===== config.mk =====
export PLATFORM = sky130hd
export DESIGN_NAME = sin_sweep
export DESIGN_NICKNAME = d
export VERILOG_FILES = /design/src/rtl/sin_sweep.sv
export SDC_FILE = /design/constraint.sdc
export NUM_CORES = 1
export LEC_CHECK = 0
export BUFFER_PORTS_ARGS = -buffer_cell sky130_fd_sc_hd__buf_2
export CORE_MARGIN = 10
export CORE_UTILIZATION = 54
export CTS_CLUSTER_SIZE = 25
export DETAILED_ROUTE_END_ITERATION = 6
export GPL_TIMING_DRIVEN = 0
export PLACE_DENSITY = 0.77
export SKIP_LAST_GASP = 1
export SLEW_MARGIN = 25
export SYNTH_ARGS = -nofsm -noshare
export SYNTH_HDL_FRONTEND = slang
export SYNTH_SLANG_ARGS = --single-unit

===== constraint.sdc =====
create_clock -name clk -period 5.31 [get_ports clk]
set_input_delay 1.593 -clock clk [delete_from_list [all_inputs] [get_ports clk]]
set_output_delay 1.593 -clock clk [all_outputs]
set_load 0.05 [all_outputs]

===== src/rtl/sin_sweep.sv =====
// sin_sweep: drives the iterative sin core through a sweep of cfg_count angles and streams (angle, sin) beats.
module sin_sweep #(
  parameter int TIMEOUT = 64
) (
  input  logic        clk,
  input  logic        rst,
  input  logic        go_i,
  input  logic [15:0] cfg_start_i,
  input  logic [15:0] cfg_step_i,
  input  logic [7:0]  cfg_count_i,
  output logic [15:0] sin_x_o,
  output logic        sin_start_o,
  input  logic [15:0] sin_result_i,
  input  logic        sin_done_i,
  output logic [15:0] out_x_o,
  output logic [15:0] out_data_o,
  output logic        out_last_o,
  output logic        out_valid_o,
  input  logic        out_ready_i,
  output logic        busy_o,
  output logic        sweep_done_o,
  output logic        timeout_err_o
);
  localparam int TW = $clog2(TIMEOUT);
  typedef enum logic [1:0] {IDLE, ISSUE, WAIT, PUSH} state_t;
  state_t        state_q;
  logic [15:0]   x_q, step_q, sin_x_q, out_x_q, out_data_q, x_inc;
  logic [7:0]    rem_q;
  logic [TW-1:0] tmr_q;
  logic          sin_start_q, out_last_q, out_valid_q, busy_q, sweep_done_q, timeout_err_q;
  assign x_inc = x_q + step_q;
  always_ff @(posedge clk or posedge rst) begin
    if (rst) begin
      state_q       <= IDLE;
      x_q           <= '0;
      step_q        <= '0;
      rem_q         <= '0;
      tmr_q         <= '0;
      sin_x_q       <= '0;
      out_x_q       <= '0;
      out_data_q    <= '0;
      sin_start_q   <= 1'b0;
      out_last_q    <= 1'b0;
      out_valid_q   <= 1'b0;
      busy_q        <= 1'b0;
      sweep_done_q  <= 1'b0;
      timeout_err_q <= 1'b0;
    end else begin
      sin_start_q  <= 1'b0;
      sweep_done_q <= 1'b0;
      case (state_q)
        IDLE: if (go_i) begin
          timeout_err_q <= 1'b0;
          if (cfg_count_i == 8'd0) sweep_done_q <= 1'b1;
          else begin
            x_q         <= cfg_start_i;
            step_q      <= cfg_step_i;
            rem_q       <= cfg_count_i;
            sin_x_q     <= cfg_start_i;
            sin_start_q <= 1'b1;
            busy_q      <= 1'b1;
            state_q     <= ISSUE;
          end
        end
        ISSUE: begin
          tmr_q   <= '0;
          state_q <= WAIT;
        end
        // a done arriving in the expiry cycle still produces a beat
        WAIT: if (sin_done_i) begin
          out_data_q  <= sin_result_i;
          out_x_q     <= x_q;
          out_last_q  <= rem_q == 8'd1;
          out_valid_q <= 1'b1;
          state_q     <= PUSH;
        end else if (tmr_q == TW'(TIMEOUT - 1)) begin
          timeout_err_q <= 1'b1;
          sweep_done_q  <= 1'b1;
          busy_q        <= 1'b0;
          state_q       <= IDLE;
        end else tmr_q <= tmr_q + 1'b1;
        PUSH: if (out_ready_i) begin
          out_valid_q <= 1'b0;
          rem_q       <= rem_q - 8'd1;
          x_q         <= x_inc;
          if (out_last_q) begin
            busy_q       <= 1'b0;
            sweep_done_q <= 1'b1;
            state_q      <= IDLE;
          end else begin
            sin_x_q     <= x_inc;
            sin_start_q <= 1'b1;
            state_q     <= ISSUE;
          end
        end
        default: state_q <= IDLE;
      endcase
    end
  end
  assign sin_x_o       = sin_x_q;
  assign sin_start_o   = sin_start_q;
  assign out_x_o       = out_x_q;
  assign out_data_o    = out_data_q;
  assign out_last_o    = out_last_q;
  assign out_valid_o   = out_valid_q;
  assign busy_o        = busy_q;
  assign sweep_done_o  = sweep_done_q;
  assign timeout_err_o = timeout_err_q;
endmodule


* After elaboration in Yosys (flattened, before gate mapping)
Cells that the tools add are included.
Widths: inputs -> output; s select.
** Word-level totals
- Flip-flop bits (word level) :: 102
- Bits in latches :: 0
- Bits in writable memories :: 0
- Bits in read-only memories :: 0
- Input bits :: 61
- Output and inout port bits :: 54
- Logic and storage cells :: 96
- Memories kept :: 0
** Cells by class
- $add $sub $neg :: 3
- Multipliers :: 0
- Divide/modulo/power cells :: 0
- Order comparisons :: 0
- Equality and inequality tests :: 15
- Shift operators :: 0
- Multiplexer cells :: 47
- Bitwise logic cells :: 1
- Reduce and logical (&&, ||, !) cells :: 16
** Operators with widths (count)
- $mux 16 :: 5
- $pmux 16 s2 :: 2
- $mux 8 :: 3
- $mux 1 :: 22
- $ne 2x2->1 const B :: 9
- $add 16x16->16 :: 1
- $pmux 8 s2 :: 1
- $mux 6 :: 2
- $pmux 6 s2 :: 1
- $reduce_and 4->1 :: 3
- $mux 2 :: 5
- $reduce_and 3->1 :: 3
- $eq 8x1->1 const B :: 1
- $logic_not 8->1 :: 1
- $pmux 2 s4 :: 1
- $reduce_bool 2->1 :: 4
- $sub 8x1->8 const B :: 1
- $reduce_and 7->1 :: 1
- $add 6x1->6 const B :: 1
- $eq 6x6->1 const B :: 1
- $pmux 1 s2 :: 3
- $pmux 1 s3 :: 2
- $reduce_and 5->1 :: 1
- $eq 2x2->1 const B :: 2
- other kinds (6) :: 6

* Logic depth before layout (Yosys ltp)
Gate-level depths: netlist of the first run.
- Word-level depth :: 4
- Gate-level depth with buffers :: 9
- Depth with buffers taken out :: 8

* Least setup slack after synthesis of the first run
OpenSTA, ideal clock, no wires.
- Path type :: input port to flip-flop
- Start point :: in cfg_count_i[6]
- End point :: reg x_q[8]
- Setup time :: 0.087 ns
- Data arrival time :: 2.849 ns
- Data required time :: 5.223 ns
- Slack :: 2.374 ns
- Cell stages on the path :: 7
- Path buffers :: 2
- Cell sequence :: nor4_2 nand2_1 a32oi_4 buf_2 buf_2 nand2_1 o211ai_1
** On the way
- Cells in the longest elaborated chain, start to end :: 3
** RTL lines
- start: declaration :: line 10 : input logic [7:0] cfg_count_i,
- $logic_not 8->1 :: line 54 : if (cfg_count_i == 8'd0) sweep_done_q <= 1'b1;
- $ne 2x2->1 (no source line)
- $reduce_and 4->1 (no source line)
- end signal: assignment :: line 56 : x_q <= cfg_start_i;
- end signal: assignment :: line 85 : x_q <= x_inc;
- end: declaration :: line 27 : logic [15:0] x_q, step_q, sin_x_q, out_x_q, out_data_q, x_inc;
No other way between the ends.
A chain may end at the register's enable or synchronous reset.

* Worst setup path in the final report of the first run
- Start point :: in cfg_count_i[6]
- End point :: reg x_q[13]
Same word-level chain as after synthesis.

==> impl_metrics.ini, run 1 <==
[global_route]
antenna_found_initial = 0
grt_pass1_vias = 4343
grt_max_degree = 70
grt_overflow = 0
grt_pass1_wl_um = 21700
grt_usage_pct = 19.0

[cells_and_area]
fin_cells = 741
postLayoutCellArea_mm2 = 0.00612
final_common_cell = buf_2
drive_gt1_share_pct = 33.0
layout_common_cells = 124 x buf_2, 102 x dfrtp_1, 57 x nand2_1
area_delta_synth_final_pct = 18.5
nNetsFinal = 694
antenna-diode-count = 0

[flow_run]
maxCapViolCount = 0

[sta]
slew_headroom_pct = 33.9
drv_slew = 0
fin_ws_ps = 2130
period_minus_slack_ps = 3180
finalCritPeriodShare_pct = 60.0
clock_skew_ps = 9.49
hold_violations = 0
worstMarginPinSlew_ps = 985
rsz0062_at_grt = false
finalSetupViolCount = 0
max_freq_mhz = 314

[place]
place_ws_ps = 1710
port_buffers = 114
dpl_cell_area_mm2 = 0.00593
place.gp.congestion = 0.880
dp.cells = 726
dpl.hpwl_um = 10100

[cts]
worstSkewPairLatency_ps = 370
cts_setup_buffers = 0
cts_tree = built
hold_buffers = 0
cts.root.buffer_cell = clkbuf_8
ctsResizeCount = 0
clk_pin_slew_worst_paths_ps = 90
htreeDepth = 3
cts_buffers = 9
cts_sinks = 102
clk_path_buf_depth = 2

[die]
die_y_um = 118
core_area_mm2 = 0.00928
die_area_mm2 = 0.0139
rows = 35
io-pin-count = 115
die_x_um = 118
floorplan.initialDensity_pct = 55.6

[critical_path]
cp-end-kind = flip-flop
crit_arrival_ps = 3440
cp-start-kind = input pin
cp.required_ps = 5570
crit_fanout = 6
critPathKind = input pin to flip-flop
r2r_slack_ps = 2750

[route]
via_per_inst = 5.49
wl_per_cell_um = 17.5
vias = 4067
postRouteAntennaNets = 0
drt_iter0_drc = 238
drt_first_pass_iters = 4
drc = 0
routed_wirelength_um = 13000

[hold_path]
min_path_type = flip-flop to flip-flop

[run_status]
outcome = complete, no violations

[synthesis]
synth_fp_nets = 568
synth_ff_type = dfrtp_1
synth_edf_count = 0
synth-warning-count = 0
synth-seq-cells = 102
synthDistinctLibCells = 49
synth.yosys.seq_area_share_pct = 49.4
synth_cells = 482
synth_area_mm2 = 0.00516
synth_top_area_cell = dfrtp_1
syn_area_per_cell_um2 = 10.7
synth_top_area_share_pct = 49.4
synth.area.top_cells = dfrtp_1 49%, mux2_2 11%, ha_1 5.8%
async_reset_ff_share_pct = 100

[power_and_ir_drop]
p_per_area_mw_per_mm2 = 758
leakage_uw = 0.00288
peakVddDrop_v = 0.000379
==> final cells by class <==
class | instances | area (um^2)
Buffer | 18 | 80.1
Clock inverter | 3 | 45.0
Multi-Input combinational cell | 352 | 2490
Clock buffer | 12 | 145
Sequential cell | 102 | 2550
Fill cell | 777 | 3170
Timing Repair Buffer | 115 | 598
Tap cell | 129 | 161
Inverter | 10 | 42.5
==> metal layers <==
metal	global-route usage, %	wire length (um)	part of all wire [%]
met5	0	0	0
met4	3.79	149	1.1
met3	6.24	839	6.5
met2	32.2	6380	49
met1	23.0	5630	43
==> synthesized netlist by cell type, types with 2 or more instances <==
| cell | n |
|---|---|
| a211oi_1 | 3 |
| a21o_1 | 3 |
| a21oi_1 | 33 |
| a21oi_2 | 2 |
| a22oi_1 | 6 |
| a31oi_1 | 7 |
| and3_1 | 3 |
| buf_2 | 10 |
| clkbuf_1 | 8 |
| dfrtp_1 | 102 |
| ha_1 | 24 |
| inv_1 | 10 |
| mux2_2 | 52 |
| mux2i_1 | 11 |
| nand2_1 | 57 |
| nand2b_1 | 6 |
| nand3_1 | 8 |
| nor2_1 | 30 |
| nor2b_1 | 6 |
| nor3_1 | 9 |
| nor4_1 | 2 |
| nor4_2 | 2 |
| o2111ai_1 | 2 |
| o211ai_1 | 6 |
| o21ai_0 | 24 |
| o21ai_1 | 14 |
| o221a_2 | 2 |
| o31ai_1 | 2 |
| or3_1 | 5 |
| or3_4 | 2 |
| xnor2_1 | 9 |
| xor2_1 | 5 |
==> logic make-up after synthesis <==
| family | share of synthesized area [%] |
|---|---|
| and+or+nand+nor | 12.5 |
| AOI/OAI and AO/OA | 13.8 |
| DFF | 49.4 |
| muxes | 13.5 |
| buffers and inverters | 2.28 |
| adders and majority gates | 6.20 |
| xor gates and xnor gates | 2.37 |
==> final timing paths <==
path,from,endpoint,cells after the start
worst min register to register,sin_x_o[4]$_DFFE_PP0P_,sin_x_o[4]$_DFFE_PP0P_,2
worst max register to register,x_q[0]$_DFFE_PP0P_,sin_x_o[10]$_DFFE_PP0P_,8
min in group asynchronous,rst,out_x_o[13]$_DFFE_PP0P_,2
worst max-delay path,cfg_count_i[6],x_q[13]$_DFFE_PP0P_,7
worst min-delay path,sin_x_o[4]$_DFFE_PP0P_,sin_x_o[4]$_DFFE_PP0P_,2
max in group asynchronous,rst,step_q[5]$_DFFE_PP0P_,3
==> worst max-delay path, cell delays in order <==
cell,delay [ps]
buf_2,100
nor4_2,60
nand2_1,200
a21oi_1,140
a211oi_1,790
nand2_1,250
o221a_2,300
==> report_power, final <==
group          total [uW]  switching [uW]  internal [uW]
Clock                 485             256            229
Sequential           1390             252           1140
Combinational        2760            1800            962
==> registers in the layout (all words and copies together) (netlist names) <==
register,count
sin_x_o,16
x_q,16
busy_o,1
out_x_o,16
out_valid_o,1
step_q,16
sin_start_o,1
out_last_o,1
timeout_err_o,1
state_q,2
tmr_q,6
rem_q,8
sweep_done_o,1
out_data_o,16
==> stage by stage <==
| stage | utilization, % | total power (uW) | TNS (ps) | hold slack [ps] |
|---|---|---|---|---|
| global placement | 63.5 | 4110 | -7250 | 463 |
| CTS | 65.9 | 4670 | 0 | 496 |
| detailed placement | 63.9 | 4170 | 0 | 465 |
| floorplan | - | 3490 | 0 | 471 |
| global route | 65.9 | 5010 | 0 | 526 |
| finish | 65.9 | 4640 | 0 | 490 |
Power figures use the tool's default switching activity.
==> inputs of run 2 (changes only) <==
--- a/config.mk
+++ b/config.mk
@@ -7,11 +7,11 @@
 export LEC_CHECK = 0
 export BUFFER_PORTS_ARGS = -buffer_cell sky130_fd_sc_hd__buf_2
 export CORE_MARGIN = 10
-export CORE_UTILIZATION = 54
+export CORE_UTILIZATION = 49
 export CTS_CLUSTER_SIZE = 25
 export DETAILED_ROUTE_END_ITERATION = 6
 export GPL_TIMING_DRIVEN = 0
-export PLACE_DENSITY = 0.77
+export PLACE_DENSITY = 0.73
 export SKIP_LAST_GASP = 1
 export SLEW_MARGIN = 25
 export SYNTH_ARGS = -nofsm -noshare
==> constraint.sdc (replaced) <==
create_clock -name clk -period 2.73 [get_ports clk]
set_input_delay 0.819 -clock clk [delete_from_list [all_inputs] [get_ports clk]]
set_output_delay 0.819 -clock clk [all_outputs]
set_load 0.05 [all_outputs]
==> impl_metrics.ini, run 2 (synthesis gave the netlist of run 1 again) <==
[cts]
hold_buffers = 0
clk_pin_slew_worst_paths_ps = 90
htreeDepth = 3
clk_path_buf_depth = 2
ctsResizeCount = 0
cts_tree = built
worstSkewPairLatency_ps = 370
cts_sinks = 102
cts_buffers = 9
cts_setup_buffers = 0
cts.root.buffer_cell = clkbuf_8

[sta]
rsz0062_at_grt = false
hold_violations = 0
whs_ps = 483
drv_slew = 0
finalCritPeriodShare_pct = 94.0
period_minus_slack_ps = 2570
worstMarginPinSlew_ps = 713
finalSetupViolCount = 0
slew_headroom_pct = 52.5
clock_skew_ps = 9.60
max_freq_mhz = 390

[power_and_ir_drop]
sw_frac_of_total_pct = 49.3
p_sw_uw = 4530
finalPower_uw = 9190
peakVddDrop_v = 0.000936
cellInternalPower_uw = 4660
combPwrFrac_pct = 59.2
p_clk_share_pct = 11.6
seqPwrFrac_pct = 29.2
p_per_area_mw_per_mm2 = 1480
leakage_uw = 0.00291

[route]
drt_iter0_drc = 248
via_per_inst = 5.41
vias = 4056
postRouteAntennaNets = 0
drc = 0
wl_per_cell_um = 17.7
drt_first_pass_iters = 4
routed_wirelength_um = 13200

[global_route]
grt_usage_pct = 17.7
antenna_found_initial = 1
grt_overflow = 0
grt_pass1_wl_um = 21400
grt_max_degree = 33
grt_pass1_vias = 4274

[critical_path]
worstPathCellList = ha_1 > fa_1 > a21oi_1 > o211a_1 > nor3_1 > or3_1 > a31oi_1 > o21ai_0
crit_fanout = 4
path_buf_inv = 0
cp_slowest_cell = fa_1
cp.required_ps = 2980
slowest_delay_ps = 420
cp-end-kind = flip-flop
crit_arrival_ps = 2820
cp-start-kind = flip-flop
cp_top_family = compound AO/OA/AOI/OAI gates
critPathKind = flip-flop to flip-flop

[place]
place.gp.congestion = 0.898
port_buffers = 114
dpl.hpwl_um = 10300

[die]
core_area_mm2 = 0.0103
die_x_um = 123
floorplan.initialDensity_pct = 50.2
die_y_um = 123
rows = 37
die_area_mm2 = 0.0150
io-pin-count = 115

[cells_and_area]
nNetsFinal = 696
area_delta_synth_final_pct = 20.1
antenna-diode-count = 0
layout_common_cells = 124 x buf_2, 102 x dfrtp_1, 57 x nand2_1
drive_gt1_share_pct = 33.6
final_common_cell = buf_2

[flow_run]
maxCapViolCount = 0

[hold_path]
min_path_type = input pin to asynchronous set/reset pin

[run_status]
outcome = complete, no violations
## run 2: cell count changes in the layout (fill, tap and decap cells not counted)
cell / change
buf_12: +2
a211oi_1: -1
a211oi_2: +1
bufinv_16: +1
clkbuf_1: -1
clkbuf_8: +1
inv_6: -1
## run 2: layout make-up
cell class	instances	area [um^2]
inverter	10	41.3
buffer	18	80.1
multi-input combinational	352	2500
timing repair buffer	117	638
tap	136	170
fill	894	4070
sequential	102	2550
clock inverter	3	67.6
clock buffer	12	155
## run 2: final timing paths
| kind | startpoint | to | slack [ps] | cells after the start |
|---|---|---|---|---|
| setup / recovery | x_q[0]$_DFFE_PP0P_ | sin_x_o[10]$_DFFE_PP0P_ | 160 | 8 |
| hold / removal | rst | tmr_q[5]$_DFFE_PP0P_ | 480 | 2 |
| setup reg to reg | x_q[0]$_DFFE_PP0P_ | sin_x_o[10]$_DFFE_PP0P_ | 160 | 8 |
| hold reg to reg | sin_x_o[2]$_DFFE_PP0P_ | sin_x_o[2]$_DFFE_PP0P_ | 480 | 2 |
| max in group asynchronous | rst | sin_x_o[8]$_DFFE_PP0P_ | 1550 | 4 |
| min in group clk | sin_x_o[2]$_DFFE_PP0P_ | sin_x_o[2]$_DFFE_PP0P_ | 480 | 2 |
## run 2: metal layers
| metal | up-vias | GRT usage [%] | wire [um] |
|---|---|---|---|
| met5 | - | 0 | 13 |
| met4 | 2 | 5.45 | 111 |
| met3 | 12 | 5.74 | 1090 |
| met2 | 123 | 28.4 | 6170 |
| met1 | 1944 | 22.4 | 5850 |
| li1 | 1975 | - | - |
## run 2: worst reg2reg max path: cells and delay by family (launching register included)
kind / cells / cell delay, ps
AO/OA/AOI/OAI: 4 / 940
flip-flops: 1 / 410
AND/OR/NAND/NOR: 2 / 410
adder cells (fa/ha/maj): 2 / 680
## run 2: per-stage QoR
step | cells | utilization (%) | setup TNS, ps | area [um^2] | worst slack [ps]
after global routing | 750 | 60.4 | 0 | 6200 | 1.76
after CTS | 750 | 60.3 | 0 | 6200 | 121
after floorplan | 482 | - | 0 | 5170 | 526
after detailed placement | 735 | 58.1 | -156 | 5980 | -64.5
after global placement | 732 | 57.5 | 0 | 5910 | 22.2
final | 750 | 60.4 | 0 | 6200 | 163
## run 2: power by group through the flow
| stage | sequential [uW] | combinational (uW) | clock [uW] |
|---|---|---|---|
| floorplan | 3890 | 2900 | 0 |
| global placement | 2670 | 5320 | 0 |
| detailed placement | 2720 | 5430 | 0 |
| CTS | 2690 | 5470 | 1090 |
| global route | 2780 | 5950 | 1160 |
| finish | 2680 | 5440 | 1070 |
==> inputs of run 3 (changes only) <==
--- a/config.mk
+++ b/config.mk
@@ -5,13 +5,13 @@
 export SDC_FILE = /design/constraint.sdc
 export NUM_CORES = 1
 export LEC_CHECK = 0
-export BUFFER_PORTS_ARGS = -buffer_cell sky130_fd_sc_hd__buf_2
 export CORE_MARGIN = 10
-export CORE_UTILIZATION = 49
+export CORE_UTILIZATION = 57
 export CTS_CLUSTER_SIZE = 25
 export DETAILED_ROUTE_END_ITERATION = 6
+export DONT_BUFFER_PORTS = 1
 export GPL_TIMING_DRIVEN = 0
-export PLACE_DENSITY = 0.73
+export PLACE_DENSITY = 0.72
 export SKIP_LAST_GASP = 1
 export SLEW_MARGIN = 25
 export SYNTH_ARGS = -nofsm -noshare
==> impl_metrics.ini, run 3 (synthesis gave the netlist of run 1 again) <==
[run_status]
outcome = complete, no violations

[sta]
max_freq_mhz = 386
drv_slew = 0
clock_skew_ps = 13.1
timing.setup.tns_ps = 0
hold_violations = 0
slew_headroom_pct = 51.5
worstMarginPinSlew_ps = 728
fin_ws_ps = 141
rsz0062_at_grt = false
finalSetupViolCount = 0
period_minus_slack_ps = 2590
finalCritPeriodShare_pct = 94.8

[place]
dp.cells = 593
place_ws_ps = 22.3
port_buffers = 0
place.gp.congestion = 0.912
dpl.hpwl_um = 9620

[route]
postRouteAntennaNets = 0
drt_first_pass_iters = 5
wl_met1_um = 5170
wl_per_cell_um = 20.6
drt_iter0_drc = 172
via_per_inst = 6.03
drc = 0
met2_length_um = 6010
vias = 3675
wl_met3_um = 1310
top_layer = met4
routed_wirelength_um = 12600

[critical_path]
critPathKind = flip-flop to flip-flop
cp-end-kind = flip-flop
r2r_cells = 6
cp_top_family = buffers and inverters
cp_slowest_cell = clkbuf_1
crit_arrival_ps = 2840
slowest_delay_ps = 620
reg2reg_from = state_q[0]$_DFFE_PP0P_
crit_fanout = 10
r2r_slack_ps = 140
path_buf_inv = 2
cp-start-kind = flip-flop
cp.required_ps = 2980
worstReg2RegEnd = step_q[4]$_DFFE_PP0P_
worstPathCellList = inv_1 > ha_1 > nand2_1 > a21oi_2 > clkbuf_1 > mux2_2

[cts]
cts_sinks = 102
hold_buffers = 0
cts.root.buffer_cell = clkbuf_8
clk_path_buf_depth = 2
cts_setup_buffers = 0
worstSkewPairLatency_ps = 370
ctsResizeCount = 0
clk_pin_slew_worst_paths_ps = 110
htreeDepth = 3
cts_buffers = 9
cts_tree = built

[cells_and_area]
fin_cells = 609
fill_cells = 709
multi_input_area_mm2 = 0.00250
final_common_cell = dfrtp_1
layout_common_cells = 102 x dfrtp_1, 57 x nand2_1, 52 x mux2_2
area_delta_synth_final_pct = 7.87
drive_gt1_share_pct = 18.6
antenna-diode-count = 0
nNetsFinal = 582
seqCellArea_mm2 = 0.00255

[die]
rows = 34
die_y_um = 115
die_area_mm2 = 0.0133
die_x_um = 115
floorplan.initialDensity_pct = 58.9
io-pin-count = 115
core_area_mm2 = 0.00876

[hold_path]
min_path_type = input pin to asynchronous set/reset pin

[global_route]
grt_max_degree = 34
grt_pass1_vias = 3698
grt_pass1_wl_um = 19700
grt_overflow = 0
antenna_found_initial = 0
grt_usage_pct = 18.6

[flow_run]
maxCapViolCount = 0
-- run 3: worst max path at each step --
stage / start / end / slack [ps] / depth (start not counted)
after floorplan: x_q[0]$_DFFE_PP0P_ / sin_x_o[12]$_DFFE_PP0P_ / 530 / 8
after global placement: cfg_count_i[1] / x_q[13]$_DFFE_PP0P_ / 80 / 6
after detailed placement: cfg_count_i[1] / x_q[13]$_DFFE_PP0P_ / 20 / 6
after CTS: state_q[0]$_DFFE_PP0P_ / x_q[13]$_DFFE_PP0P_ / 40 / 6
after global routing: state_q[0]$_DFFE_PP0P_ / step_q[4]$_DFFE_PP0P_ / 9 / 6
final: state_q[0]$_DFFE_PP0P_ / step_q[4]$_DFFE_PP0P_ / 140 / 6
-- run 3: worst reg2reg max path, cell delays in order (launching register included) --
cell and delay, ps:
dfrtp_1 460, inv_1 140, ha_1 220, nand2_1 170, a21oi_2 470, clkbuf_1 620, mux2_2 420
-- run 3: per-layer routing --
metal,GRT usage (%),vias to the layer above
met4,4.54,0
met5,0,-
met1,22.7,1783
met3,6.93,9
met2,30.4,134
li1,-,1749
-- run 3: cell type report --
type,instances,area share [%]
clock inverter,6,1.35
clock buffer,10,2.29
tap,108,2.43
buffer,18,1.44
timing repair buffer,3,1.08
multi-input combinational,352,44.9
sequential,102,45.8
inverter,10,0.741
-- run 3: per-stage QoR --
stage | hold slack (ps) | utilization, % | area [um^2]
after floorplan | 471 | - | 5170
after global placement | 496 | 60.5 | 5300
after detailed placement | 505 | 61.2 | 5360
after CTS | 257 | 63.5 | 5570
after global routing | 260 | 63.6 | 5570
final | 263 | 63.6 | 5570
Power of run 3 is not shown: default switching activity piles up to over one toggle a cycle in this logic, so the estimate is an artifact.
